===== src/rtl/fifo_param.sv =====
// fifo_param: parameterised show-ahead synchronous FIFO with occupancy count, almost flags and sticky errors.
// Define FIFO_FULL_PASSTHRU_EN to accept a write into a full FIFO when a pop happens on the same edge.
module fifo_param #(
  parameter int unsigned DATAW  = 8,
  parameter int unsigned DEPTH  = 8,
  parameter int unsigned AF_THR = 6,
  parameter int unsigned AE_THR = 2
) (
  input  logic                         clk,
  input  logic                         rst,
  input  logic                         w,
  input  logic                         r,
  input  logic [DATAW-1:0]             data_in,
  input  logic                         clr_err,
  output logic [DATAW-1:0]             data_out,
  output logic                         full,
  output logic                         empty,
  output logic                         almost_full,
  output logic                         almost_empty,
  output logic [$clog2(DEPTH+1)-1:0]   occupancy,
  output logic                         overflow,
  output logic                         underflow
);

  localparam int unsigned PW = (DEPTH > 1) ? $clog2(DEPTH) : 1;
  localparam int unsigned OW = $clog2(DEPTH + 1);

  logic [DATAW-1:0] mem_q [DEPTH];
  logic [PW-1:0]    wr_ptr_q, wr_ptr_d;
  logic [PW-1:0]    rd_ptr_q, rd_ptr_d;
  logic [OW-1:0]    occ_q, occ_d;
  logic             ovf_q, ovf_d;
  logic             udf_q, udf_d;
  logic             wr_ok, rd_ok;

  // Flags are pure decodes of the registered count
  assign full         = (occ_q == OW'(DEPTH));
  assign empty        = (occ_q == '0);
  assign almost_full  = (occ_q >= OW'(AF_THR));
  assign almost_empty = (occ_q <= OW'(AE_THR));
  assign occupancy    = occ_q;
  assign overflow     = ovf_q;
  assign underflow    = udf_q;
  assign data_out     = empty ? '0 : mem_q[rd_ptr_q];

  always_comb begin
    rd_ok = r & ~empty;
`ifdef FIFO_FULL_PASSTHRU_EN
    wr_ok = w & (~full | r);
`else
    wr_ok = w & ~full;
`endif
  end

  // Next-state: pointers wrap by explicit compare so DEPTH need not be a power of two
  always_comb begin
    wr_ptr_d = wr_ptr_q;
    rd_ptr_d = rd_ptr_q;
    occ_d    = occ_q;
    if (wr_ok) begin
      wr_ptr_d = (wr_ptr_q == PW'(DEPTH - 1)) ? '0 : wr_ptr_q + PW'(1);
    end
    if (rd_ok) begin
      rd_ptr_d = (rd_ptr_q == PW'(DEPTH - 1)) ? '0 : rd_ptr_q + PW'(1);
    end
    case ({wr_ok, rd_ok})
      2'b10:   occ_d = occ_q + OW'(1);
      2'b01:   occ_d = occ_q - OW'(1);
      default: occ_d = occ_q;
    endcase
    // A new error on the same edge as clr_err wins
    ovf_d = (w & ~wr_ok) | (ovf_q & ~clr_err);
    udf_d = (r & ~rd_ok) | (udf_q & ~clr_err);
  end

  always_ff @(posedge clk) begin
    if (rst) begin
      wr_ptr_q <= '0;
      rd_ptr_q <= '0;
      occ_q    <= '0;
      ovf_q    <= 1'b0;
      udf_q    <= 1'b0;
    end else begin
      wr_ptr_q <= wr_ptr_d;
      rd_ptr_q <= rd_ptr_d;
      occ_q    <= occ_d;
      ovf_q    <= ovf_d;
      udf_q    <= udf_d;
    end
  end

  // Storage is never reset; pointers alone define validity
  always_ff @(posedge clk) begin
    if (!rst && wr_ok) begin
      mem_q[wr_ptr_q] <= data_in;
    end
  end

endmodule


===== config.mk =====
export PLATFORM = sky130hd
export DESIGN_NAME = fifo_param
export DESIGN_NICKNAME = d
export VERILOG_FILES = /design/src/rtl/fifo_param.sv
export SDC_FILE = /design/constraint.sdc
export NUM_CORES = 1
export LEC_CHECK = 0
export ABC_AREA = 1
export BUFFER_PORTS_ARGS = -buffer_cell sky130_fd_sc_hd__buf_4
export CELL_PAD_IN_SITES_DETAIL_PLACEMENT = 1
export CELL_PAD_IN_SITES_GLOBAL_PLACEMENT = 2
export CORE_MARGIN = 2
export CORE_UTILIZATION = 25
export CTS_BUF_LIST = sky130_fd_sc_hd__clkbuf_2 sky130_fd_sc_hd__clkbuf_4 sky130_fd_sc_hd__clkbuf_8
export CTS_CLUSTER_SIZE = 25
export DETAILED_ROUTE_END_ITERATION = 7
export PLACE_DENSITY_LB_ADDON = 0.2
export SETUP_SLACK_MARGIN = 0.3
export SLEW_MARGIN = 40
export SYNTH_ARGS = -nofsm -noshare
export SYNTH_HDL_FRONTEND = slang
export SYNTH_SLANG_ARGS = --single-unit

===== constraint.sdc =====
create_clock -name clk -period 2.1 [get_ports clk]
set_input_delay 0.21 -clock clk [delete_from_list [all_inputs] [get_ports clk]]
set_output_delay 0.21 -clock clk [all_outputs]
set_load 0.01 [all_outputs]

======== Yosys cells after proc, flatten, opt, wreduce, memory -nomap -nowiden ========
Memories as Yosys holds them, arrays and structs flattened. A register that Yosys moved wholly into a read port is not among the register bits.
Cells that the tools add are included.
word-level totals
  bits in registers ....................... 12
  word-level logic and storage cells ...... 42
  memories ................................ 1
  output and inout bits ................... 18
  input bits .............................. 13
  memory bits (writable) .................. 64
memory list
  name   words  width  read ports  clocked after Yosys merged registers in  write ports  RTL line  text
  mem_q  8      8      1           1                                        1            28        logic [DATAW-1:0] mem_q [DEPTH];
cells by class
  bitwise logic cells ..................... 13
  equal/unequal tests ..................... 5
  add/sub/neg operators ................... 4
  multiplexer cells ....................... 8
  order comparisons ....................... 2
  reduce and logical (&&, ||, !) cells .... 4
operators by type and width
  cell                 count
  $mux 3               4
  $mux 8               1
  $pmux 4 s2           1
  $add 3x1->3 const B  2
  $and 1x1->1          6
  $eq 3x3->1 const B   2
  $not 1->1            5
  $add 4x1->4 const B  1
  $eq 4x4->1 const B   1
  $ge 4x3->1 const B   1
  $le 4x2->1 const B   1
  $logic_not 4->1      1
  $sub 4x1->4 const B  1
  $eq 2x1->1 const B   1
  $eq 2x2->1 const B   1
  $mux 1               2
  $or 1x1->1           2
  $reduce_bool 2->1    1
  $logic_and 1x1->1    1
  $logic_not 1->1      1

======== Longest topological paths before layout ========
Gate-level depths: netlist of the first run.
  depth in word-level cells ............... 6
  mapped depth ............................ 14
  gate-level depth less buffers ........... 14

======== Worst setup path after synthesis of the first run ========
No wires, ideal clock.
  path type ............................... register -> register
  start point ............................. register occ_q[3], in the netlist occupancy[3]
  end point ............................... register occ_q[2], in the netlist occupancy[2]
  buffers on the path ..................... 0
  arrival time ............................ 1,753 ps
  stages on the path, launching flop included .. 14
  slack ................................... 232 ps
  setup time .............................. 115 ps
  cell sequence ........................... dfxtp_1 nor2_2 nand2_4 inv_4 nor2_8 ha_1 nand2_1 inv_1 nor2_2 ha_1 a21oi_1 xnor2_1 o21ai_0 inv_1
between the ends
  longest elaborated chain between the ends .. 5
  elaborated cells between the ends (all ways) .. 10
  classes of those cells .................. eq/ne (3); mux (1); bitwise (4); reduce/logical (2)
RTL lines
  what                                             RTL line  text
  start, declared                                  31        logic [OW-1:0] occ_q, occ_d;
  start signal, assigned                           80        occ_q <= '0;
  start signal, assigned                           86        occ_q <= occ_d;
  $logic_not 4->1 (*)                              38        assign empty = (occ_q == '0);
  net empty                                        17        output logic empty,
  $not 1->1 (*)                                    47        rd_ok = r & ~empty;
  $and 1x1->1 (*)                                  47
  $eq 2x1->1 or $eq 2x2->1 (tied branches)         66        case ({wr_ok, rd_ok})
  $pmux 4 s2 or $reduce_bool 2->1 (tied branches)  --
Mark *: on every way through the listed nets, which the timed path passes. The rest lies on a longest branch.
A chain may end at the register's enable or synchronous reset.

======== Final worst setup path of the first run ========
  start point ............................. register occ_q[1], in the netlist occupancy[1]
  end point ............................... output data_out[2]
between the ends
  longest elaborated chain between the ends .. 2
RTL lines
  what             RTL line  text
  $logic_not 4->1  38
  $mux 8           44        assign data_out = empty ? '0 : mem_q[rd_ptr_q];
  end, declared    15        output logic [DATAW-1:0] data_out,
Every way passes these cells.

==> run metrics, run 1 <==
outcome finished, final reports clean; #FFs+latches synth 79; share of the clock period used by the worst path 0.836; startpoint types flip-flop; top-count cell post-synth nor2_1; total gr overflow 0; layout cells sized above 1 0.305; slack of the critical path 344 ps; Arrival @ worst endpoint 1550 ps; total power 5.33 mW; total clock sinks 79; critical path class flip-flop to output port; Worst path most repeated cell buf_4; worst-margin pin slew 227 ps; count of input and output buffers 30; via count 2305; Relative slew margins 0.847; DP HPWL 5600 um; I/O pin count 31; initial antenna violation count 0; P_leak 1.61 nW; Synth area leader edfxtp_1; Core Area 13100 sq um; crit-path leading delay family buffers and inverters; Worst Hold Class input port to flip-flop; Seq/Total Area, Yosys 0.666; max incr delay on CP 360 ps; number of cells on the critical path 7; clk_lat worst skew 350 ps; die area 14300 sq um; Reg2Reg Depth 13; MaxCap Viol Count 0; hold path startpoint data_in[0]; diode count 0; synth warn 0; Max Slew Vio Count 0; number of enable flip-flop cells after synthesis 64; Root Driver clkbuf_8; Synth top cells by count nor2_1, edfxtp_1, o21ai_1; CTS tree done; Synth async-reset ratio 0; min cycle time layout 1760 ps; CP endpoint kind output port; post-synth cell types 26; CTS buffer count 9; post-synth top area share 0.576; GRT Resource Usage Total 0.128; number of global-route vias before repair 2471; drt drc 0; Worst Setup SP occupancy[1]; Sum Neg Setup Slack 0 ps; Synth Instances 297; average size of a mapped cell 11.2 sq um; largest net degree at the start of global routing 21; Main synth FF type edfxtp_1; CP Buf/Inv Count 3; main area contributors after synthesis edfxtp_1, dfxtp_1, nor2_1, o21ai_1, nand2_1; DR pass1 iterations 4; area delta synth->final 28.2%; Cell Chain, Critical Path nor2_4 > nand2_4 > buf_4 > buf_4 > nand2_1 > nor2_2 > buf_4; peak supply drop 505 uV; Avg WL per Cell 15.7 um; fill count 1487; vias per inst 4.29; Final #Nets 376; Initial Util 0.254; Final setup viols 0; RR Startpoint occupancy[1]; Peak Freq 0.569 GHz; Clock transition at path regs 80 ps; buffer depth of the longest clock path 2; width of the die 119 um; RSZ-0062 raised after global routing yes; Critical path destination data_out[2]; initial DRC count 117; Netlist Area Pre-Place 3330 sq um; Reg2Reg Setup Slack 380 ps; Syn Nets 317; Final ANT Viol Nets 0; first-pass GRT wire length 13600 um; worst r2r dst occupancy[2]; crit path max fanout 8; Post-Route Skew 12.9 ps; Power Density 1250 nW/um^2; die height 119 um; Core Rows 42; dpl ws 188 ps; Worst EP required 1890 ps; wirelength, routed 8430 um; Final Wtd Congestion 0.772; htree depth 3; slowest library cell on the worst path dfxtp_4; Hold Violations, Final 0
-- cells by family (layout without fill, tap and decap cells) --
| family | Yosys count | count (layout) | share of synthesized area |
|---|---|---|---|
| AOI/OAI and AO/OA | 71 | 71 | 0.117 |
| xor gates and xnor gates | 2 | 2 | 0.00525 |
| adders and majority gates | 7 | 7 | 0.0263 |
| buffers and inverters | 32 | 96 | 0.0507 |
| DFF | 79 | 79 | 0.666 |
| and+or+nand+nor | 106 | 106 | 0.134 |
-- worst min-delay path by stage --
stage	end	cells after the start	slack, ps
after floorplan	overflow	1	280
after global placement	mem_q[3][6]	1	450
after detailed placement	mem_q[1][6]	1	450
after CTS	mem_q[1][6]	1	70
after global routing	mem_q[0][0]	1	70
final	mem_q[0][0]	1	90
-- cell usage in the layout (no fill, tap or decap), types with 2 or more instances in the layout --
master	count
nand2_2	2
dfxtp_1	9
nand2_4	2
o21ai_0	5
a21oi_1	10
clkinv_1	3
o211ai_1	8
edfxtp_1	64
ha_2	2
nand2_1	24
o22ai_1	8
inv_2	2
dfxtp_4	5
nor2_4	3
nand3_1	3
o21ai_2	2
clkbuf_4	2
nor2_1	56
buf_6	7
o21ai_1	36
buf_4	48
buf_12	3
ha_1	4
inv_1	18
clkbuf_8	9
nor2_2	13
-- registers in the layout, indices dropped and copies added, names as in the netlist, named ones only --
name       count
mem_q         64
overflow       1
rd_ptr_q       3
wr_ptr_q       3
occupancy      4
underflow      1
-- layout make-up --
class	instances	area, sq um	share of cell area
Inverter	22	90.1	0.0211
Clock inverter	5	48.8	0.0114
Clock buffer	11	139	0.0325
Tap cell	176	220	0.0515
Multi-Input combinational cell	186	1030	0.242
Timing Repair Buffer	58	499	0.117
Sequential cell	79	2240	0.525
-- timing repair --
item / in CTS / in global routing
hold buffers: 0 / 0
pin swaps: 2 / 10
buffers inserted: 2 / 6
resized for setup: 11 / 41
gates cloned: 0 / 0
endpoints found under the setup margin: 10 / 74
-- layer usage --
metal / up-vias / share of wire / global-route usage / routed length [um]
met2: 37 / 0.50 / 0.219 / 4240
met1: 1106 / 0.45 / 0.155 / 3790
met3: 12 / 0.029 / 0.0261 / 241
met5: - / 0 / 0 / 0
met4: 0 / 0.019 / 0.0581 / 162
li1: 1150 / - / - / -
-- worst register-to-register path: cells and delay by family, from the launching register on --
family | cells | cell delay (ps)
AOI/OAI and AO/OA | 2 | 170
and+or+nand+nor | 5 | 460
buffers and inverters | 3 | 160
xor gates and xnor gates | 1 | 120
DFF | 1 | 360
adders and majority gates | 2 | 350
-- report_power, final --
part	internal [mW]	switching (mW)	total, mW
registers	1.85	0.116	1.97
logic	0.999	1.26	2.26
clock network	0.564	0.528	1.09
-- metrics by stage --
step                      utilization  cells  area [sq um]  hold slack (ps)
after floorplan                     -    297          3340              279
after global placement          0.294    513          3870              446
after detailed placement        0.294    513          3870              449
after CTS                       0.313    531          4110             67.2
after global routing            0.325    537          4270             74.4
final                           0.325    537          4270             85.2
Power figures use the tool's default switching activity.
==> run 2, diff against run 1 <==
Clock period 2.1 ns to 1.7 ns, I/O delays scaled along.
==> run metrics, run 2 (synthesis results as in run 1) <==
diode count 0 (unchanged); Hold Violations, Final 0 (unchanged); Arrival @ worst endpoint 1610 ps (was 1550 ps); crit path max fanout 20 (was 8); Peak Freq 0.561 GHz; number of global-route vias before repair 2545 (was 2471); wirelength, routed 8890 um (was 8430 um); I/O pin count 31 (unchanged); DR pass1 iterations 4 (unchanged); Final Wtd Congestion 0.681 (was 0.772); buffer depth of the longest clock path 2 (unchanged); P_leak 1.77 nW (was 1.61 nW); Reg2Reg Setup Slack 20 ps (was 380 ps); combinational share of power 0.464 (was 0.425); RSZ-0062 raised after global routing yes (unchanged); die height 119 um (unchanged); Cell Chain, Critical Path inv_2 > buf_12 > nor2_1 > o211ai_1 > nand2_1 > nor2_1 > buf_4 (was nor2_4 > nand2_4 > buf_4 > buf_4 > nand2_1 > nor2_2 > buf_4); Seq pwr share 0.328 (was 0.370); Sw Share 0.358 (about the same); failing checks setup timing; Power Density 1610 nW/um^2 (was 1250 nW/um^2); total clock sinks 79 (unchanged); count of input and output buffers 30 (unchanged); Final ANT Viol Nets 0 (unchanged); dpl ws 48.0 ps (was 188 ps); Final setup viols 8 (was 0); width of the die 119 um (unchanged); max incr delay on CP 380 ps (was 360 ps); slack of the critical path -84.0 ps (was 344 ps); startpoint types flip-flop (unchanged); slowest library cell on the worst path dfxtp_4 (unchanged); most flop-heavy register mem_q (unchanged); DP HPWL 5960 um (was 5600 um); critical path class flip-flop to output port (unchanged); CTS buffer count 9 (unchanged); Core Area 13100 sq um (unchanged); Post-Route Skew 11.9 ps (was 12.9 ps); Relative slew margins 0.702 (was 0.847); outcome complete, but fails checks (was finished, final reports clean); area delta synth->final 41.4% (was 28.2%); min cycle time layout 1780 ps; most common cell after layout, fill and taps aside edfxtp_1 (unchanged); CTS tree done (unchanged); clock power share 0.208 (was 0.205); Post-Layout Inst Area 4710 sq um (was 4270 sq um); Worst EP required 1530 ps (was 1890 ps); Final #Nets 390 (was 376); die area 14300 sq um (unchanged); drt drc 0 (unchanged); Root Driver clkbuf_8 (unchanged); Worst path most repeated cell nor2_1 (was buf_4); peak supply drop 888 uV (was 505 uV); initial DRC count 137 (was 117); Initial Util 0.254 (unchanged); Pint 4.86 mW (was 3.42 mW); MaxCap Viol Count 0 (unchanged); CTS Hold Bufs 0 (unchanged); GRT Resource Usage Total 0.132 (was 0.128); most frequent cells in the layout edfxtp_1, nor2_1, buf_4 (unchanged); clk_lat worst skew 370 ps (was 350 ps); largest net degree at the start of global routing 24 (was 21); via count 2456 (was 2305); Max Slew Vio Count 0 (unchanged); max reg flops 64 (unchanged); CP endpoint kind output port (unchanged); total gr overflow 0 (unchanged); Clock transition at path regs 80 ps (about the same); Worst Hold Class input port to flip-flop (unchanged); Core Rows 42 (unchanged); worst-margin pin slew 446 ps (was 227 ps); fill count 1461 (was 1487); layout cells sized above 1 0.395 (was 0.305); NetSw 2.72 mW (was 1.91 mW); CP Buf/Inv Count 3 (unchanged); Avg WL per Cell 16.1 um (was 15.7 um); vias per inst 4.46 (was 4.29); crit-path leading delay family flip-flops (was buffers and inverters); initial antenna violation count 0 (unchanged); Post-Place Cell Area 4000 sq um (was 3870 sq um); first-pass GRT wire length 13900 um (was 13600 um); htree depth 3 (unchanged); share of the clock period used by the worst path 1.05
-- run 2: changes by cell type in the layout (fill, tap and decap cells not counted), moves of 5 or more --
| cell | previous run | this run |
|---|---|---|
| buf_4 | 48 | 39 |
| buf_6 | 7 | 25 |
| inv_1 | 18 | 13 |
| nor2_2 | 13 | 4 |
| nor2_4 | 3 | 13 |
| o21ai_2 | 2 | 8 |
-- run 2: layout make-up --
class,instances,area (sq um),area share
repair buffers,72,739,0.157
clock inverters,5,81.3,0.0173
inverters,22,104,0.0220
flip-flops and latches,79,2240,0.476
multi-input cells,186,1180,0.251
well taps,176,220,0.0467
clock buffers,11,139,0.0295
-- run 2: path summary, 6_finish.rpt --
path,start,end,depth (start not counted)
setup / recovery,flip-flop,data_out[1],7
hold reg to reg,overflow,overflow,2
setup reg to reg,occupancy[0],occupancy[2],12
hold / removal,rst,flip-flop,2
-- run 2: metal layers --
layer | share of wire | vias up | global-route usage
met5 | 0 | - | 0
met4 | 0.022 | 0 | 0.0684
met3 | 0.026 | 14 | 0.0233
met2 | 0.49 | 30 | 0.219
met1 | 0.47 | 1237 | 0.165
li1 | - | 1175 | -
-- run 2: repair_timing --
item | 4_1_cts | 5_1_grt
endpoints found under the setup margin | 79 | 86
gates resized for setup | 46 | 24
gates cloned | 0 | 1
pin swaps | 21 | 24
setup buffers | 20 | 5
-- run 2: per-stage QoR --
| step | cells | total power [mW] | hold slack [ps] | utilization | TNS [ps] |
|---|---|---|---|---|---|
| 2_1_floorplan | 297 | 4.05 | 239 | - | 0 |
| 3_3_place_gp | 509 | 5.18 | 428 | 0.305 | 0 |
| 3_5_place_dp | 509 | 5.20 | 433 | 0.305 | 0 |
| 5_1_grt | 551 | 8.08 | 31.8 | 0.359 | -1420 |
| 6_report | 551 | 7.58 | 36.4 | 0.359 | -308 |
| 4_1_cts | 545 | 7.38 | 26.6 | 0.348 | -616 |
-- run 2: power groups by stage --
stage	Clock, mW	Combinational [mW]	Sequential [mW]
after floorplan	0	1.56	2.49
after CTS	1.64	3.27	2.47
after global placement	0	2.67	2.51
after detailed placement	0	2.68	2.52
after global routing	1.71	3.85	2.51
final	1.58	3.52	2.48
==> run 3, diff against run 2 <==
Settings changed: ABC_AREA 1 to 0, CORE_MARGIN 2 to 5.
==> run metrics, run 3 <==
RSZ-0062 raised after global routing yes (unchanged); Syn Nets 209 (was 317); slack of the critical path -460 ps (was -84.0 ps); Max Used Layer met4 (unchanged); layout cells sized above 1 0.487 (was 0.395); Final #Nets 280 (was 390); drt drc 0 (unchanged); I/O pin count 31 (unchanged); post-synth top area share 0.597 (was 0.576); Synth async-reset ratio 0 (unchanged); total clock sinks 79 (unchanged); clk_lat worst skew 350 ps (was 370 ps); Hold Violations, Final 0 (unchanged); #FFs+latches synth 79 (unchanged); metal2 WL 3710 um (was 4330 um); most common cell after layout, fill and taps aside edfxtp_1 (unchanged); htree depth 3 (unchanged); metal3 WL 218 um (was 227 um); total power 6.21 mW (was 7.58 mW); CTS Hold Bufs 0 (unchanged); CTS tree done (unchanged); vias per inst 4.22 (was 4.46); fill count 1325 (was 1461); worst hold slack 52.2 ps (was 36.4 ps); buffer depth of the longest clock path 2 (unchanged); Arrival @ worst endpoint 2230 ps (was 1610 ps); Sum Neg Setup Slack -27510 ps (was -308 ps); number of global-route vias before repair 1955 (was 2545); Final setup viols 75 (was 8); peak supply drop 433 uV (was 888 uV); Worst EP required 1770 ps (was 1530 ps); die height 123 um (was 119 um); share of the clock period used by the worst path 1.27 (was 1.05); Power Density 1390 nW/um^2 (was 1610 nW/um^2); Synth top cells by count edfxtp_1, nor2_1, mux4_2 (was nor2_1, edfxtp_1, o21ai_1); DR pass1 iterations 4 (unchanged); Finished Layout Cells 437 (was 551); Core Area 12600 sq um (was 13100 sq um); number of enable flip-flop cells after synthesis 64 (unchanged); outcome complete, but fails checks (unchanged); Clock transition at path regs 80 ps (about the same); width of the die 123 um (was 119 um); worst-margin pin slew 355 ps (was 446 ps); Final Wtd Congestion 0.699 (was 0.681); Synth Instances 189 (was 297); largest net degree at the start of global routing 17 (was 24); Final Util 0.353 (was 0.359); DRT met1 WL 3280 um (was 4140 um); diode count 0 (unchanged); most frequent cells in the layout edfxtp_1, buf_4, mux4_2, nor2_1, buf_6 (was edfxtp_1, nor2_1, buf_4); Main synth FF type edfxtp_1 (unchanged); Seq/Total Area, Yosys 0.691 (was 0.666); die area 15200 sq um (was 14300 sq um); count of input and output buffers 30 (unchanged); via count 1842 (was 2456); GRT Resource Usage Total 0.103 (was 0.132); crit path max fanout 8 (was 20); DP HPWL 4780 um (was 5960 um); min cycle time layout 2160 ps (was 1780 ps); dpl ws -434 ps (was 48.0 ps); main area contributors after synthesis edfxtp_1, mux4_2, dfxtp_1, mux2i_1, ha_1 (was edfxtp_1, dfxtp_1, nor2_1, o21ai_1, nand2_1); failing checks setup timing (unchanged); placed insts 408 (was 509); top-count cell post-synth edfxtp_1 (was nor2_1); Max Slew Vio Count 0 (unchanged); Avg WL per Cell 16.9 um (was 16.1 um); most flop-heavy register mem_q (unchanged); Post-Route Skew 8.50 ps (was 11.9 ps); synth warn 0 (unchanged); Netlist Area Pre-Place 3220 sq um (was 3330 sq um); CTS buffer count 9 (unchanged); Peak Freq 0.463 GHz (was 0.561 GHz); P_leak 1.55 nW (was 1.77 nW); total gr overflow 0 (unchanged); Final ANT Viol Nets 0 (unchanged); startpoint types flip-flop (unchanged); wirelength, routed 7370 um (was 8890 um); max reg flops 64 (unchanged); post-synth cell types 31 (was 26); Core Rows 41 (was 42); MaxCap Viol Count 0 (unchanged); first-pass GRT wire length 11000 um (was 13900 um); initial DRC count 102 (was 137); Worst Hold Class input port to flip-flop (unchanged); Synth area leader edfxtp_1 (unchanged); Post-Layout Inst Area 4460 sq um (was 4710 sq um); average size of a mapped cell 17.0 sq um (was 11.2 sq um); Relative slew margins 0.763 (was 0.702); area delta synth->final 38.5% (was 41.4%); CP endpoint kind flip-flop (was output port); initial antenna violation count 0 (unchanged); Initial Util 0.255 (was 0.254); Post-Place Cell Area 4060 sq um (was 4000 sq um); critical path class flip-flop to flip-flop (was flip-flop to output port); Root Driver clkbuf_8 (unchanged)
-- run 3: cell types whose count changed after synthesis, moves of 12 or more --
cell	previous run	this run
nor2_1	68	22
o21ai_1	35	0
nand2_1	26	4
inv_1	19	1
mux4_2	0	16
mux2i_1	0	12
-- run 3: area by class of cell --
type	count	area (sq um)	area share
Tap cell	172	215	0.0483
Inverter	1	6.26	0.00140
Clock buffer	10	131	0.0295
Clock inverter	6	37.5	0.00842
Multi-Input combinational cell	99	1100	0.247
Sequential cell	79	2230	0.501
Timing Repair Buffer	70	732	0.164
-- run 3: metal layers --
layer | vias to the layer above | GRT usage
met5 | - | 0
met4 | 0 | 0.0540
met3 | 9 | 0.0224
met2 | 26 | 0.166
met1 | 935 | 0.131
li1 | 872 | -
-- run 3: report_power, final --
part           internal [mW]  total (mW)  switching, mW  leakage [nW]
sequential              2.24        2.34          0.105         0.703
combinational           1.54        2.65           1.11         0.758
clock                  0.539        1.22          0.679        0.0847
total                   4.32        6.21           1.89          1.55
-- run 3: path summary, 6_finish.rpt --
kind	from	end	slack, ps	cells past startpoint
min reg2reg	rd_ptr_q[0]	flip-flop	480	2
max reg2reg	occupancy[3]	mem_q[5][4]	-460	10
max	occupancy[3]	mem_q[5][4]	-460	10
min	data_in[2]	mem_q[4][2]	50	1
-- run 3: cells by family (layout without fill, tap and decap cells) --
logic type / after synthesis / in the layout / synth area share
compound gates: 13 / 13 / 0.0233
xor+xnor: 3 / 3 / 0.00817
fa+ha+maj: 7 / 7 / 0.0272
buf+inv: 11 / 87 / 0.0191
flops: 79 / 79 / 0.691
mux: 29 / 29 / 0.153
simple gates: 47 / 47 / 0.0786
-- run 3: worst max-delay path, stage by stage, from the launching register on --
cell and delay, ps:
dfxtp_2 330, buf_4 130, buf_6 110, nor4b_4 120, nand2b_4 170, buf_6 120
buf_6 110, or3b_4 400, buf_12 150, nor2_4 90, buf_12 150
-- run 3: what timing repair did --
action | CTS | global route
pin swaps | 11 | 7
setup buffers | 9 | 4
setup endpoints to repair | 82 | 89
gates cloned | 0 | 0
gates resized for setup | 24 | 8
